$ cat src/rtl/flags_pkg.sv
// Shared definitions for the condition-flag producer and the branch condition tester.
package flags_pkg;

  localparam int FLAG_Z = 0;
  localparam int FLAG_C = 1;
  localparam int FLAG_S = 2;
  localparam int FLAG_O = 3;

  typedef enum logic [1:0] {
    CLS_NONE  = 2'b00,
    CLS_ADD   = 2'b01,
    CLS_SUB   = 2'b10,
    CLS_LOGIC = 2'b11
  } alu_class_e;

  typedef enum logic {
    ST_IDLE = 1'b0,
    ST_PEND = 1'b1
  } flags_state_e;

endpackage

$ cat src/rtl/flags_register_if.sv
// ALU result bus feeding the flags register; the ALU drives it, the flags register consumes it.
interface flags_register_if #(
  parameter int WIDTH = 32
);
  import flags_pkg::*;

  logic             alu_valid;
  alu_class_e       alu_class;
  logic [WIDTH-1:0] alu_result;
  logic             alu_carry;
  logic             op_a_msb;
  logic             op_b_msb;

  modport master (
    output alu_valid, alu_class, alu_result, alu_carry, op_a_msb, op_b_msb
  );

  modport slave (
    input alu_valid, alu_class, alu_result, alu_carry, op_a_msb, op_b_msb
  );

endinterface

$ cat src/rtl/flags_register_flag_gen.sv
// Combinational Z/C/S/O derivation from one ALU result; class none yields all zeros.
module flag_gen
  import flags_pkg::*;
#(
  parameter int WIDTH = 32
) (
  input  alu_class_e       i_class,
  input  logic [WIDTH-1:0] i_result,
  input  logic             i_carry,
  input  logic             i_a_msb,
  input  logic             i_b_msb,
  output logic [3:0]       o_flags
);

  logic w_sign;

  assign w_sign = i_result[WIDTH-1];

  always_comb begin
    o_flags = '0;
    if (i_class != CLS_NONE) begin
      o_flags[FLAG_Z] = (i_result == '0);
      o_flags[FLAG_S] = w_sign;
    end
    // Signed overflow: operand signs agree (add) or differ (sub), result sign differs from A.
    case (i_class)
      CLS_ADD: begin
        o_flags[FLAG_C] = i_carry;
        o_flags[FLAG_O] = (i_a_msb == i_b_msb) && (w_sign != i_a_msb);
      end
      CLS_SUB: begin
        o_flags[FLAG_C] = i_carry;
        o_flags[FLAG_O] = (i_a_msb != i_b_msb) && (w_sign != i_a_msb);
      end
      default: ;
    endcase
  end

endmodule

$ cat src/rtl/flags_register.sv
// Condition-flag register: pending/commit pipeline, bypass view, single-level shadow copy.
//   state | meaning
//   IDLE  | no uncommitted flag update; flags_fwd shows committed flags
//   PEND  | pend_data holds an update that commits at the next edge unless flushed
module flags_register
  import flags_pkg::*;
#(
  parameter int WIDTH = 32
) (
  input  logic       clk,
  input  logic       rst_n,
  flags_register_if.slave alu_if,
  input  logic       i_flush,
  input  logic       i_flags_wr,
  input  logic [3:0] i_flags_wr_data,
  input  logic       i_save,
  input  logic       i_restore,
  output logic [3:0] o_flags,
  output logic [3:0] o_flags_fwd,
  output logic       o_pending
);

  flags_state_e r_state;
  logic [3:0]   r_flags;
  logic [3:0]   r_shadow;
  logic [3:0]   r_pend_data;

  logic [3:0]   w_gen_flags;
  logic         w_qual;
  logic         w_commit;
  logic [3:0]   w_flags_nxt;

  flag_gen #(.WIDTH(WIDTH)) u_flag_gen (
    .i_class  (alu_if.alu_class),
    .i_result (alu_if.alu_result),
    .i_carry  (alu_if.alu_carry),
    .i_a_msb  (alu_if.op_a_msb),
    .i_b_msb  (alu_if.op_b_msb),
    .o_flags  (w_gen_flags)
  );

  assign w_qual   = alu_if.alu_valid && (alu_if.alu_class != CLS_NONE);
  assign w_commit = (r_state == ST_PEND) && !i_flush;

  // Losing write sources are dropped, never deferred.
  always_comb begin
    w_flags_nxt = r_flags;
    if (i_restore)       w_flags_nxt = r_shadow;
    else if (i_flags_wr) w_flags_nxt = i_flags_wr_data;
    else if (w_commit)   w_flags_nxt = r_pend_data;
  end

  always_ff @(posedge clk or negedge rst_n) begin
    if (!rst_n) begin
      r_state     <= ST_IDLE;
      r_flags     <= '0;
      r_shadow    <= '0;
      r_pend_data <= '0;
    end else begin
      r_flags <= w_flags_nxt;
      // With save and restore together this rewrites the old shadow value.
      if (i_save) r_shadow <= w_flags_nxt;
      case (r_state)
        ST_IDLE: begin
          if (w_qual) begin
            r_pend_data <= w_gen_flags;
            r_state     <= ST_PEND;
          end
        end
        ST_PEND: begin
          if (i_flush) begin
            r_state <= ST_IDLE;
          end else if (w_qual) begin
            r_pend_data <= w_gen_flags;
          end else begin
            r_state <= ST_IDLE;
          end
        end
        default: r_state <= ST_IDLE;
      endcase
    end
  end

  assign o_flags     = r_flags;
  assign o_pending   = (r_state == ST_PEND);
  assign o_flags_fwd = o_pending ? r_pend_data : r_flags;

endmodule

$ cat src/flat_wrapper.sv
// flat-port wrapper written by rule: the top's interface ports become plain ports
module flags_register_flat import flags_pkg::*;
#(
  parameter int WIDTH = 32
)
  (clk, rst_n, i_flush, i_flags_wr, i_flags_wr_data, i_save, i_restore, o_flags, o_flags_fwd, o_pending, alu_if_alu_valid, alu_if_alu_class, alu_if_alu_result, alu_if_alu_carry, alu_if_op_a_msb, alu_if_op_b_msb);
  flags_register_if #(.WIDTH(WIDTH)) alu_if_i ();
  input  logic clk;
  input  logic rst_n;
  input  logic i_flush;
  input  logic i_flags_wr;
  input  logic [3:0] i_flags_wr_data;
  input  logic i_save;
  input  logic i_restore;
  output logic [3:0] o_flags;
  output logic [3:0] o_flags_fwd;
  output logic o_pending;
  input wire logic [$bits(alu_if_i.alu_valid)-1:0] alu_if_alu_valid;
  input wire logic [$bits(alu_if_i.alu_class)-1:0] alu_if_alu_class;
  input wire logic [$bits(alu_if_i.alu_result)-1:0] alu_if_alu_result;
  input wire logic [$bits(alu_if_i.alu_carry)-1:0] alu_if_alu_carry;
  input wire logic [$bits(alu_if_i.op_a_msb)-1:0] alu_if_op_a_msb;
  input wire logic [$bits(alu_if_i.op_b_msb)-1:0] alu_if_op_b_msb;
  assign alu_if_i.alu_valid = alu_if_alu_valid;
  assign alu_if_i.alu_class = alu_if_alu_class;
  assign alu_if_i.alu_result = alu_if_alu_result;
  assign alu_if_i.alu_carry = alu_if_alu_carry;
  assign alu_if_i.op_a_msb = alu_if_op_a_msb;
  assign alu_if_i.op_b_msb = alu_if_op_b_msb;
  flags_register #(.WIDTH(WIDTH)) u_core (.clk(clk), .rst_n(rst_n), .alu_if(alu_if_i), .i_flush(i_flush), .i_flags_wr(i_flags_wr), .i_flags_wr_data(i_flags_wr_data), .i_save(i_save), .i_restore(i_restore), .o_flags(o_flags), .o_flags_fwd(o_flags_fwd), .o_pending(o_pending));
endmodule
$ cat config.mk
export PLATFORM = sky130hd
export DESIGN_NAME = flags_register_flat
export DESIGN_NICKNAME = d
export VERILOG_FILES = /design/src/rtl/flags_pkg.sv /design/src/rtl/flags_register_if.sv /design/src/rtl/flags_register_flag_gen.sv /design/src/rtl/flags_register.sv /design/src/flat_wrapper.sv
export SDC_FILE = /design/constraint.sdc
export NUM_CORES = 1
export LEC_CHECK = 0
export CAP_MARGIN = 30
export CELL_PAD_IN_SITES_DETAIL_PLACEMENT = 1
export CELL_PAD_IN_SITES_GLOBAL_PLACEMENT = 1
export CORE_ASPECT_RATIO = 0.9
export CORE_MARGIN = 2
export CORE_UTILIZATION = 23
export CTS_CLUSTER_SIZE = 8
export DETAILED_ROUTE_END_ITERATION = 10
export MAX_ROUTING_LAYER = met4
export PLACE_DENSITY_LB_ADDON = 0.15
export SLEW_MARGIN = 5
export SYNTH_ARGS = -nofsm -noshare
export SYNTH_HDL_FRONTEND = slang
export SYNTH_SLANG_ARGS = --single-unit
$ cat constraint.sdc
create_clock -name clk -period 2 [get_ports clk]
set_input_delay 0.4 -clock clk [delete_from_list [all_inputs] [get_ports clk]]
set_output_delay 0.4 -clock clk [all_outputs]
set_load 0.005 [all_outputs]
==> impl_metrics.json <==
{
  "status": "finished, final reports clean",
  "n_antenna_cell": 0,
  "swShare": 0.2420,
  "start_util": 0.2384,
  "seqPwrFrac": 0.404,
  "grt_overflow": 0,
  "finalCriticalPeriod_ns": 1.910,
  "synth_cell_types": 25,
  "final-seq-area_sq_um": 326.6,
  "dr.pass1.iters": 2,
  "cp_max_fo": 11,
  "first_iter_violations": 29,
  "hold-worst-slack_ns": 0.4792,
  "core-area_sq_um": 3353,
  "avgRoutedWirePerCell_um": 12.49,
  "ys_seq_area_frac": 0.4069,
  "rsz0062_at_grt": "false",
  "viasPerCell": 4.583,
  "gp_congestion": 0.7802,
  "drive_above_1_share": 0.06294,
  "die_area_sq_um": 3965,
  "power_per_cell_area_nw_per_um2": 544.1,
  "final_util": 0.4399,
  "nNetsFinal": 194,
  "cts_sinks": 13,
  "maxSlewHeadroom": 0.6045,
  "grt_max_degree": 14,
  "fin_ws_ns": 0.08996,
  "worstHoldPathCells": 2,
  "multiInputGateArea_sq_um": 446.7,
  "grt_pass1_vias": 926,
  "yosys_warnings": 0,
  "layout_commonest_cell": "clkdlybuf4s50_1",
  "p_comb_frac": 0.310,
  "dpl.hpwl_mm": 1.991,
  "synthCells": 83,
  "syn_nets": 133,
  "n_fill_cell": 392,
  "critical_path.startpoint_type": "flip-flop",
  "portBuffers": 56,
  "grt_first_pass_wirelength_mm": 3.946,
  "ys_ff_latch": 13,
  "cts.path.max_buffers": 2,
  "die_h_um": 59.94,
  "setup_viol": 0,
  "ir_drop_mv": 0.2254,
  "path_class": "reg -> out",
  "leakage_nw": 0.5958,
  "cts_tree": "built",
  "path_clk_slew_ns": 0.05,
  "internal_power_mw": 0.6084,
  "grt_antenna_before_repair": 0,
  "cp.required_ns": 1.60,
  "pwr-share-clk": 0.286,
  "slew_violations": 0,
  "clk_latency_ns": 0.24,
  "dp_slack_ns": -0.1163,
  "worstPathArrival_ns": 1.51,
  "cts_root_buf": "clkbuf_8",
  "htree_levels": 1,
  "rr_worst_depth": 3,
  "worstMarginPinSlew_ns": 0.5915,
  "vias": 857,
  "skew_ns": 0.001171,
  "hp-class": "reg -> reg",
  "dieWidth_um": 66.15,
  "endpoint_kind": "output pin",
  "fmax_mhz": 523.5,
  "cap_violations": 0,
  "cts_made_buffers": 3,
  "final_cell_mix": "clkdlybuf4s50_1, dfrtp_1, o31ai_1",
  "instances_no_fill": 187,
  "syn_area_sq_um": 799.5,
  "hold_violations": 0,
  "placedCellCount": 183,
  "track_usage": 0.1357,
  "switching_power_mw": 0.1942,
  "syn_to_final_growth_pct": 84.51,
  "syn_avg_cell_area_sq_um": 9.633,
  "ant_nets": 0,
  "drc": 0,
  "row_count": 20,
  "io_pins": 57,
  "period_share": 0.9550,
  "finalWirelength_mm": 2.335
}
synthesized netlist by cell type:
master / instances / share of area
mux2i_1: 1 / 0.013
nand2b_1: 3 / 0.023
ha_1: 2 / 0.031
nand4_1: 1 / 0.0078
o41ai_1: 1 / 0.011
clkbuf_1: 3 / 0.014
inv_1: 3 / 0.014
nor2_4: 1 / 0.014
nand3_1: 1 / 0.0063
o31ai_1: 10 / 0.094
or4b_1: 1 / 0.013
nor2b_1: 6 / 0.047
buf_2: 1 / 0.0063
dfrtp_1: 13 / 0.41
nor4_1: 6 / 0.047
or4_1: 1 / 0.0094
mux2_1: 5 / 0.070
o21ai_1: 3 / 0.019
nor2_1: 1 / 0.0047
xnor2_1: 1 / 0.011
nand2_1: 9 / 0.042
and3b_1: 4 / 0.044
nor3_1: 1 / 0.0063
a211oi_1: 4 / 0.038
and2_1: 1 / 0.0078
final cells by class:
| type | count | share of cell area |
|---|---|---|
| clock buffer | 4 | 0.03053 |
| sequential | 13 | 0.2214 |
| tap | 44 | 0.03732 |
| inverter | 3 | 0.007634 |
| multi-input combinational | 63 | 0.3028 |
| timing repair buffer | 60 | 0.4003 |
metrics by stage:
| step | area, sq um | power [mW] | TNS, ns |
|---|---|---|---|
| 6_report | 1475 | 0.8026 | 0 |
| 5_1_grt | 1475 | 0.8620 | 0 |
| 4_1_cts | 1475 | 0.8181 | 0 |
| 3_5_place_dp | 1429 | 0.5804 | -0.1746 |
| 3_3_place_gp | 1429 | 0.5743 | -0.1191 |
| 2_1_floorplan | 799.5 | 0.4025 | 0 |
logic make-up (layout without fill, tap and decap cells):
family,Yosys count,after routing,synth area share
buf+inv,7,67,0.03442
flops,13,13,0.4069
fa+ha+maj,2,2,0.03129
compound gates,18,18,0.1612
xor+xnor,1,1,0.01096
simple gates,36,36,0.2723
mux,6,6,0.08294
registers in the layout (all words and copies together), names as in the netlist:
| register | count |
|---|---|
| u_core.o_flags | 4 |
| u_core.o_pending | 1 |
| u_core.r_pend_data | 4 |
| u_core.r_shadow | 4 |
path summary, 6_finish.rpt:
| path | start | end | slack (ns) |
|---|---|---|---|
| max in group asynchronous | rst_n | u_core.o_pending$_DFF_PN0_ | 1.04 |
| worst max-delay path | u_core.o_pending$_DFF_PN0_ | o_flags_fwd[0] | 0.09 |
| worst min register to register | u_core.r_shadow[2]$_DFFE_PN0P_ | u_core.r_shadow[2]$_DFFE_PN0P_ | 0.48 |
| worst min-delay path | u_core.r_shadow[2]$_DFFE_PN0P_ | u_core.r_shadow[2]$_DFFE_PN0P_ | 0.48 |
| min in group asynchronous | rst_n | u_core.r_shadow[2]$_DFFE_PN0P_ | 0.54 |
| worst max register to register | u_core.o_pending$_DFF_PN0_ | u_core.r_pend_data[0]$_DFFE_PN0P_ | 0.58 |
what timing repair did:
item,in CTS,in global routing
setup endpoints to repair,3,0
setup buffers,0,0
hold buffers,0,0
gates resized for setup,1,0
critical path: stages (launching register included):
cell and delay (ns):
dfrtp_2 0.48, mux2_1 0.34, clkdlybuf4s50_1 0.45
power groups by stage:
stage	clock network (mW)	logic [mW]	registers [mW]
finish	0.230	0.249	0.324
global route	0.257	0.276	0.329
CTS	0.240	0.254	0.325
detailed placement	0	0.252	0.329
global placement	0	0.247	0.327
floorplan	0	0.0836	0.319
layer usage:
layer	part of all wire	vias to the layer above	global-route usage	wire length (um)
li1	-	429	-	-
met1	0.43	399	0.1674	1013
met2	0.50	27	0.2186	1173
met3	0.055	2	0.02260	129
met4	0.0081	0	0.06122	19
met5	0	-	-	0
(Power assumes the default switching activity.)
